[config.mk]
export PLATFORM = sky130hd
export DESIGN_NAME = reg_share_arbiter_flat
export DESIGN_NICKNAME = d
export VERILOG_FILES = /design/src/rtl/reg_share_arbiter_pkg.sv /design/src/rtl/reg_share_arbiter_if.sv /design/src/rtl/reg_share_arbiter_dff.sv /design/src/rtl/reg_share_arbiter.sv /design/src/flat_wrapper.sv
export SDC_FILE = /design/constraint.sdc
export NUM_CORES = 1
export LEC_CHECK = 0
export CAP_MARGIN = 15
export CORE_ASPECT_RATIO = 0.6
export CORE_MARGIN = 10
export CORE_UTILIZATION = 29
export CTS_CLUSTER_DIAMETER = 80
export CTS_CLUSTER_SIZE = 10
export DETAILED_ROUTE_END_ITERATION = 12
export GPL_ROUTABILITY_DRIVEN = 0
export PLACE_DENSITY = 0.62
export SETUP_SLACK_MARGIN = 0.05
export SLEW_MARGIN = 20
export SYNTH_ARGS = -nofsm -noshare
export SYNTH_HDL_FRONTEND = slang
export SYNTH_SLANG_ARGS = --single-unit
[constraint.sdc]
create_clock -name clk -period 2.3 [get_ports clk]
set_input_delay 0.69 -clock clk [delete_from_list [all_inputs] [get_ports clk]]
set_output_delay 0.69 -clock clk [all_outputs]
set_load 0.02 [all_outputs]
[src/rtl/reg_share_arbiter_pkg.sv]
// rtl/reg_share_arbiter_pkg.sv - shared types, defaults and round-robin pick for reg_share_arbiter
package reg_share_pkg;

  typedef enum logic {
    IDLE = 1'b0,
    BUSY = 1'b1
  } state_e;

  localparam int DEF_N_REQ    = 4;
  localparam int DEF_WIDTH    = 8;
  localparam int DEF_MAX_HOLD = 4;

  // Pointer/index width covers the largest supported requester count (8).
  localparam int MAX_N_REQ = 8;
  localparam int PTR_W     = 3;

  typedef struct packed {
    logic             found;
    logic [PTR_W-1:0] idx;
  } pick_t;

  // First set request scanning ptr, ptr+1, ... modulo n. Iterating from the
  // far end and overwriting leaves the nearest hit in the result.
  function automatic pick_t rr_pick(input logic [MAX_N_REQ-1:0] req,
                                    input logic [PTR_W-1:0]     ptr,
                                    input int                   n);
    pick_t r;
    int    k;
    r = '0;
    for (int i = MAX_N_REQ - 1; i >= 0; i--) begin
      if (i < n) begin
        k = (int'(ptr) + i) % n;
        if (req[k[PTR_W-1:0]]) begin
          r.found = 1'b1;
          r.idx   = k[PTR_W-1:0];
        end
      end
    end
    return r;
  endfunction

endpackage

[src/rtl/reg_share_arbiter_if.sv]
// rtl/reg_share_arbiter_if.sv - requester/arbiter bus; lock lane present only under REG_SHARE_LOCK_EN
interface reg_share_if
  import reg_share_pkg::*;
#(
  parameter int N_REQ = DEF_N_REQ,
  parameter int WIDTH = DEF_WIDTH
);
  logic [N_REQ-1:0]       req;
  logic [N_REQ*WIDTH-1:0] wdata;
`ifdef REG_SHARE_LOCK_EN
  logic [N_REQ-1:0]       lock;
`endif
  logic [N_REQ-1:0]       grant;
  logic [WIDTH-1:0]       q;
  logic                   wr_valid;

`ifdef REG_SHARE_LOCK_EN
  modport master (output req, wdata, lock, input grant, q, wr_valid);
  modport slave  (input req, wdata, lock, output grant, q, wr_valid);
`else
  modport master (output req, wdata, input grant, q, wr_valid);
  modport slave  (input req, wdata, output grant, q, wr_valid);
`endif
endinterface

[src/rtl/reg_share_arbiter_dff.sv]
// rtl/reg_share_arbiter_dff.sv - WIDTH-bit enabled D flip-flop register with synchronous reset
module shared_dff_reg
  import reg_share_pkg::*;
#(
  parameter int WIDTH = DEF_WIDTH
) (
  input  logic             clk,
  input  logic             rst,
  input  logic             en,
  input  logic [WIDTH-1:0] d,
  output logic [WIDTH-1:0] q
);

  // Reset has priority over a write landing on the same edge.
  always_ff @(posedge clk) begin
    if (rst)     q <= '0;
    else if (en) q <= d;
  end

endmodule

[src/rtl/reg_share_arbiter.sv]
// rtl/reg_share_arbiter.sv - round-robin write arbiter for one shared register; optional REG_SHARE_LOCK_EN
module reg_share_arbiter
  import reg_share_pkg::*;
#(
  parameter int N_REQ    = DEF_N_REQ,
  parameter int WIDTH    = DEF_WIDTH,
  parameter int MAX_HOLD = DEF_MAX_HOLD
) (
  input  logic       clk,
  input  logic       rst,
  reg_share_if.slave bus
);

  localparam int HW = $clog2(MAX_HOLD + 1);
  localparam logic [HW-1:0] HOLD_LAST = HW'(MAX_HOLD - 1);
  localparam logic [HW-1:0] HOLD_MAX  = HW'(MAX_HOLD);
  localparam logic [N_REQ-1:0] ONE    = {{(N_REQ-1){1'b0}}, 1'b1};

  state_e           state_q, state_d;
  logic [N_REQ-1:0] grant_q, grant_d;
  logic [PTR_W-1:0] gidx_q, gidx_d;
  logic [PTR_W-1:0] ptr_q, ptr_d;
  logic [HW-1:0]    hold_q, hold_d;
  logic             wr_valid_q, wr_valid_d;

  logic [MAX_N_REQ-1:0] req_ext;
  logic [PTR_W-1:0]     next_ptr;
  logic                 cur_req, cur_lock, at_limit, rel;
  logic                 wr_en;
  logic [WIDTH-1:0]     wr_data;
  logic [WIDTH-1:0]     q_w;
  pick_t                idle_pick, rel_pick;

  // State, grant, pointer and hold counter registers.
  always_ff @(posedge clk) begin
    if (rst) begin
      state_q    <= IDLE;
      grant_q    <= '0;
      gidx_q     <= '0;
      ptr_q      <= '0;
      hold_q     <= '0;
      wr_valid_q <= 1'b0;
    end else begin
      state_q    <= state_d;
      grant_q    <= grant_d;
      gidx_q     <= gidx_d;
      ptr_q      <= ptr_d;
      hold_q     <= hold_d;
      wr_valid_q <= wr_valid_d;
    end
  end

  // Arbitration, release and write-enable decisions.
  always_comb begin
    req_ext = '0;
    req_ext[N_REQ-1:0] = bus.req;
    cur_req  = req_ext[gidx_q];
`ifdef REG_SHARE_LOCK_EN
    begin
      logic [MAX_N_REQ-1:0] lock_ext;
      lock_ext = '0;
      lock_ext[N_REQ-1:0] = bus.lock;
      cur_lock = lock_ext[gidx_q];
    end
`else
    cur_lock = 1'b0;
`endif
    at_limit = (hold_q >= HOLD_LAST);
    next_ptr = (gidx_q == PTR_W'(N_REQ - 1)) ? '0 : gidx_q + PTR_W'(1);
    // The releasing requester sits last in the scan from next_ptr.
    idle_pick = rr_pick(req_ext, ptr_q, N_REQ);
    rel_pick  = rr_pick(req_ext, next_ptr, N_REQ);
    wr_data   = bus.wdata[int'(gidx_q)*WIDTH +: WIDTH];

    state_d    = state_q;
    grant_d    = grant_q;
    gidx_d     = gidx_q;
    ptr_d      = ptr_q;
    hold_d     = hold_q;
    wr_valid_d = 1'b0;
    wr_en      = 1'b0;
    rel        = 1'b0;

    case (state_q)
      IDLE: begin
        if (idle_pick.found) begin
          state_d = BUSY;
          gidx_d  = idle_pick.idx;
          grant_d = ONE << idle_pick.idx;
          hold_d  = '0;
        end
      end
      BUSY: begin
        if (cur_req) begin
          wr_en      = 1'b1;
          wr_valid_d = 1'b1;
          hold_d     = (hold_q == HOLD_MAX) ? hold_q : hold_q + HW'(1);
        end
        rel = !cur_req || (at_limit && !cur_lock);
        if (rel) begin
          ptr_d  = next_ptr;
          hold_d = '0;
          if (rel_pick.found) begin
            gidx_d  = rel_pick.idx;
            grant_d = ONE << rel_pick.idx;
          end else begin
            state_d = IDLE;
            grant_d = '0;
          end
        end
      end
      default: state_d = IDLE;
    endcase
  end

  shared_dff_reg #(.WIDTH(WIDTH)) u_reg (
    .clk (clk),
    .rst (rst),
    .en  (wr_en),
    .d   (wr_data),
    .q   (q_w)
  );

  assign bus.grant    = grant_q;
  assign bus.q        = q_w;
  assign bus.wr_valid = wr_valid_q;

endmodule

[src/flat_wrapper.sv]
// flat-port wrapper written by rule: the top's interface ports become plain ports
module reg_share_arbiter_flat import reg_share_pkg::*;
#(
  parameter int N_REQ    = DEF_N_REQ,
  parameter int WIDTH    = DEF_WIDTH,
  parameter int MAX_HOLD = DEF_MAX_HOLD
)
  (clk, rst, bus_req, bus_wdata, bus_grant, bus_q, bus_wr_valid);
  reg_share_if #(.N_REQ(N_REQ), .WIDTH(WIDTH)) bus_i ();
  input  logic clk;
  input  logic rst;
  input wire logic [$bits(bus_i.req)-1:0] bus_req;
  input wire logic [$bits(bus_i.wdata)-1:0] bus_wdata;
  output wire logic [$bits(bus_i.grant)-1:0] bus_grant;
  output wire logic [$bits(bus_i.q)-1:0] bus_q;
  output wire logic [$bits(bus_i.wr_valid)-1:0] bus_wr_valid;
  assign bus_i.req = bus_req;
  assign bus_i.wdata = bus_wdata;
  assign bus_grant = bus_i.grant;
  assign bus_q = bus_i.q;
  assign bus_wr_valid = bus_i.wr_valid;
  reg_share_arbiter #(.N_REQ(N_REQ), .WIDTH(WIDTH), .MAX_HOLD(MAX_HOLD)) u_core (.clk(clk), .rst(rst), .bus(bus_i));
endmodule
==> flow_metrics.tcl <==
set metrics [dict create \
    status "finished, final reports clean" \
    leakagePower_nw 0.737 \
    post-dp-hpwl_mm 3.01 \
    dp.cells 255 \
    grt_pass1_vias 1241 \
    layout-area-overhead-vs-synth_pct 48.9 \
    grt-ovfl-total 0 \
    drt_iter0_markers 95 \
    ys.warnings.count 0 \
    syn-instance-count 138 \
    worstSetupStartpoint "bus_req[2]" \
    cp_max_fo 8 \
    wire_per_inst_microns 14.0 \
    final_core_utilization_pct 44.6 \
    root_buffer "sky130_fd_sc_hd__clkbuf_8" \
    clock_latency_ns 0.26 \
    final_min_period_over_clock_period_pct 92.0 \
    synth_seq_cells 21 \
    tightest_slew_ns 0.362 \
    routed-via-count 1223 \
    synth.largest_area_cell "sky130_fd_sc_hd__dfxtp_1" \
    layout.cells.non_filler 259 \
    clock_tree.htree_level_count 1 \
    post_route_standard_cell_area_excluding_fillers_sq_mm 0.00204 \
    multi_input_comb_area_sq_um 873 \
    rr_startpoint "u_core.gidx_q[0]" \
    grt_pass1_wl_mm 5.94 \
    path_clk_slew_ns 0.08 \
    worst_ep_arrival_time_ns 2.26 \
    core_sq_mm 0.00456 \
    drt-total-wl_mm 3.64 \
    die-height_microns 73.2 \
    start_util_pct 30.0 \
    maxSlewHeadroom_pct 75.5 \
    post-route-min-period_ns 2.12 \
    first_drt_pass_iteration_count 4 \
    netlist-cell-type-count 47 \
    core.rowCount 19 \
    crit_path_end_kind "register" \
    global_route.usage.total_pct 9.34 \
    worstSetupStartpointType "input port" \
    hold_buffers 0 \
    timing_max_transition_violations_final 0 \
    post_cts_resized 0 \
    buffer_ports.inserted 50 \
    report.final.setup_viol 0 \
    final_hold_viol_count 0 \
    fp.dieArea_sq_mm 0.00795 \
    pwr-share-comb_pct 44.6 \
    total_switching_power_uw 411 \
    cts_sinks 21 \
    num_antenna_cells 0 \
    holdCritPathClass "register to register" \
    yosysMostFrequentCell "sky130_fd_sc_hd__dfxtp_1" \
    postRouteAntennaNets 0 \
    synth_edf_count 0 \
    antenna_found_initial 0 \
    tritoncts.num_buffers 3 \
    layout.nets 239 \
    ff_latch_area_sq_um 420 \
    synth_sequential_area_ratio_pct 30.7 \
    fmaxAchievable_mhz 473 \
    reg2regPathDepth 6 \
    regToRegSetupSlack_ns 0.55 \
    timing.rr.end "u_core.bus.grant[1]" \
    power.clock.fraction_pct 19.1 \
    sw_frac_of_total_pct 32.9 \
    synth_nets 180 \
    dominantRegCellSynth "sky130_fd_sc_hd__dfxtp_1" \
    critPathCapture "u_core.bus.grant[1]" \
    setup_buffers_after_cts 0 \
    synth.avg_cell_area_sq_um 9.91 \
    syn_area_sq_mm 0.00137 \
    post-route-drc-count 0 \
    power-per-cell-area_mw_per_mm2 614 \
    ports_placed_on_the_boundary 51 \
    chipWidth_microns 109 \
    synth.top_cells.by_area "sky130_fd_sc_hd__dfxtp_1 (31%), sky130_fd_sc_hd__mux4_2 (13%), sky130_fd_sc_hd__mux2i_1 (8.1%), sky130_fd_sc_hd__nor2_1 (4.1%), sky130_fd_sc_hd__ha_1 (3.7%)" \
    drv_cap 0 \
    clockBufferDepth 2 \
    async_flop_share_pct 0 \
    vias_per_cell 4.72 \
    synthDominantCellAreaShare_pct 30.7 \
    synthTopCellsByCount "sky130_fd_sc_hd__dfxtp_1 (21), sky130_fd_sc_hd__nor2_1 (15), sky130_fd_sc_hd__mux2i_1 (11)" \
    grt_max_degree 13 \
    p_int_uw 839 \
    power.ir.vdd_worst_mv 0.232 \
    power.share.sequential_pct 36.3 \
    fin_worst_skew_ns 0.00382 \
    path_class "input port to register" \
    tritoncts_clock_tree "built" \
    fillCellCount 450 \
    setup_repair_after_global_routing_missed_its_margin "false" \
    dpl-instance-area_sq_mm 0.00199 \
    post_route_cells_drive_above_1_share_pct 18.4 \
    worst_ep_required_time_ns 2.44 \
]
power groups by stage:
stage	sequential [mW]	clock, mW	combinational (mW)
after floorplan	0.488	0	0.328
after global placement	0.463	0	0.562
after detailed placement	0.461	0	0.562
after CTS	0.454	0.251	0.564
after global routing	0.461	0.269	0.607
final	0.454	0.239	0.557
per-layer routing:
layer	wire length (microns)	track usage (%)	share of wire, %	vias up
met4	8	1.75	0.22	0
li1	-	-	-	632
met3	387	5.73	11	2
met1	1760	12.2	48	547
met5	0	0	0	-
met2	1490	12.7	41	42
logic make-up (layout without fill, tap and decap cells):
| logic type | count (synthesis) | count (layout) | synth area share, % |
|---|---|---|---|
| compound gates | 36 | 36 | 20.4 |
| fa+ha+maj | 4 | 4 | 3.66 |
| buf+inv | 13 | 71 | 5.40 |
| flops | 21 | 21 | 30.7 |
| mux | 21 | 21 | 23.2 |
| simple gates | 43 | 43 | 16.6 |
sequential cells by signal, summed over array words and instances (netlist names):
register             cells
u_core.hold_q            3
u_core.bus.wr_valid      1
u_core.state_q           1
u_core.ptr_q             2
u_core.gidx_q            2
u_core.u_reg.q           8
u_core.bus.grant         4
worst min path at each step:
stage / end / slack (ns) / cells past startpoint / from
floorplan: u_core.ptr_q[0] / 0.48 / 2 / u_core.ptr_q[0]
global placement: u_core.u_reg.q[4] / 0.48 / 2 / u_core.u_reg.q[4]
detailed placement: u_core.u_reg.q[6] / 0.49 / 2 / u_core.u_reg.q[6]
finish: u_core.u_reg.q[7] / 0.50 / 2 / u_core.u_reg.q[7]
CTS: u_core.u_reg.q[4] / 0.51 / 2 / u_core.u_reg.q[4]
global route: u_core.u_reg.q[7] / 0.53 / 2 / u_core.u_reg.q[7]
critical path: stages:
cell                              delay [ns]
sky130_fd_sc_hd__clkdlybuf4s50_1        0.53
sky130_fd_sc_hd__or4_4                  0.60
sky130_fd_sc_hd__nor2_4                 0.16
sky130_fd_sc_hd__a21oi_4                0.07
sky130_fd_sc_hd__o21ai_1                0.14
sky130_fd_sc_hd__a21oi_1                0.05
placed cells by master, fill, tap and decap left out, types with 2 or more instances in the layout:
| cell | netlist | layout |
|---|---|---|
| sky130_fd_sc_hd__a21oi_1 | 5 | 5 |
| sky130_fd_sc_hd__a21oi_2 | 2 | 2 |
| sky130_fd_sc_hd__a22oi_1 | 2 | 2 |
| sky130_fd_sc_hd__a31oi_1 | 2 | 2 |
| sky130_fd_sc_hd__and2_1 | 4 | 4 |
| sky130_fd_sc_hd__buf_4 | 2 | 10 |
| sky130_fd_sc_hd__clkbuf_8 | 0 | 3 |
| sky130_fd_sc_hd__clkdlybuf4s50_1 | 0 | 50 |
| sky130_fd_sc_hd__dfxtp_1 | 21 | 21 |
| sky130_fd_sc_hd__ha_1 | 4 | 4 |
| sky130_fd_sc_hd__inv_1 | 5 | 5 |
| sky130_fd_sc_hd__mux2i_1 | 11 | 11 |
| sky130_fd_sc_hd__mux2i_2 | 2 | 2 |
| sky130_fd_sc_hd__mux4_2 | 8 | 8 |
| sky130_fd_sc_hd__nand2_1 | 5 | 5 |
| sky130_fd_sc_hd__nand2b_1 | 3 | 3 |
| sky130_fd_sc_hd__nand3_1 | 2 | 2 |
| sky130_fd_sc_hd__nand4_1 | 2 | 2 |
| sky130_fd_sc_hd__nor2_1 | 15 | 15 |
| sky130_fd_sc_hd__nor2b_1 | 5 | 5 |
| sky130_fd_sc_hd__o21ai_1 | 8 | 8 |
cell type report:
cell class	count	share of cell area (%)
Multi-Input combinational cell	104	42.9
Timing Repair Buffer	61	29.2
Clock buffer	3	2.03
Tap cell	63	3.87
Sequential cell	21	20.6
Inverter	6	1.11
Clock inverter	1	0.246
per-stage QoR:
stage	power (mW)	hold slack (ns)	setup WS, ns	setup TNS (ns)
after floorplan	0.816	0.484	0.553	0
after global placement	1.02	0.477	-0.0903	-0.310
after detailed placement	1.02	0.486	-0.0813	-0.316
after CTS	1.27	0.506	0.186	0
after global routing	1.34	0.533	0.0930	0
final	1.25	0.498	0.185	0
Note: power is estimated with default switching activity, not from simulation.
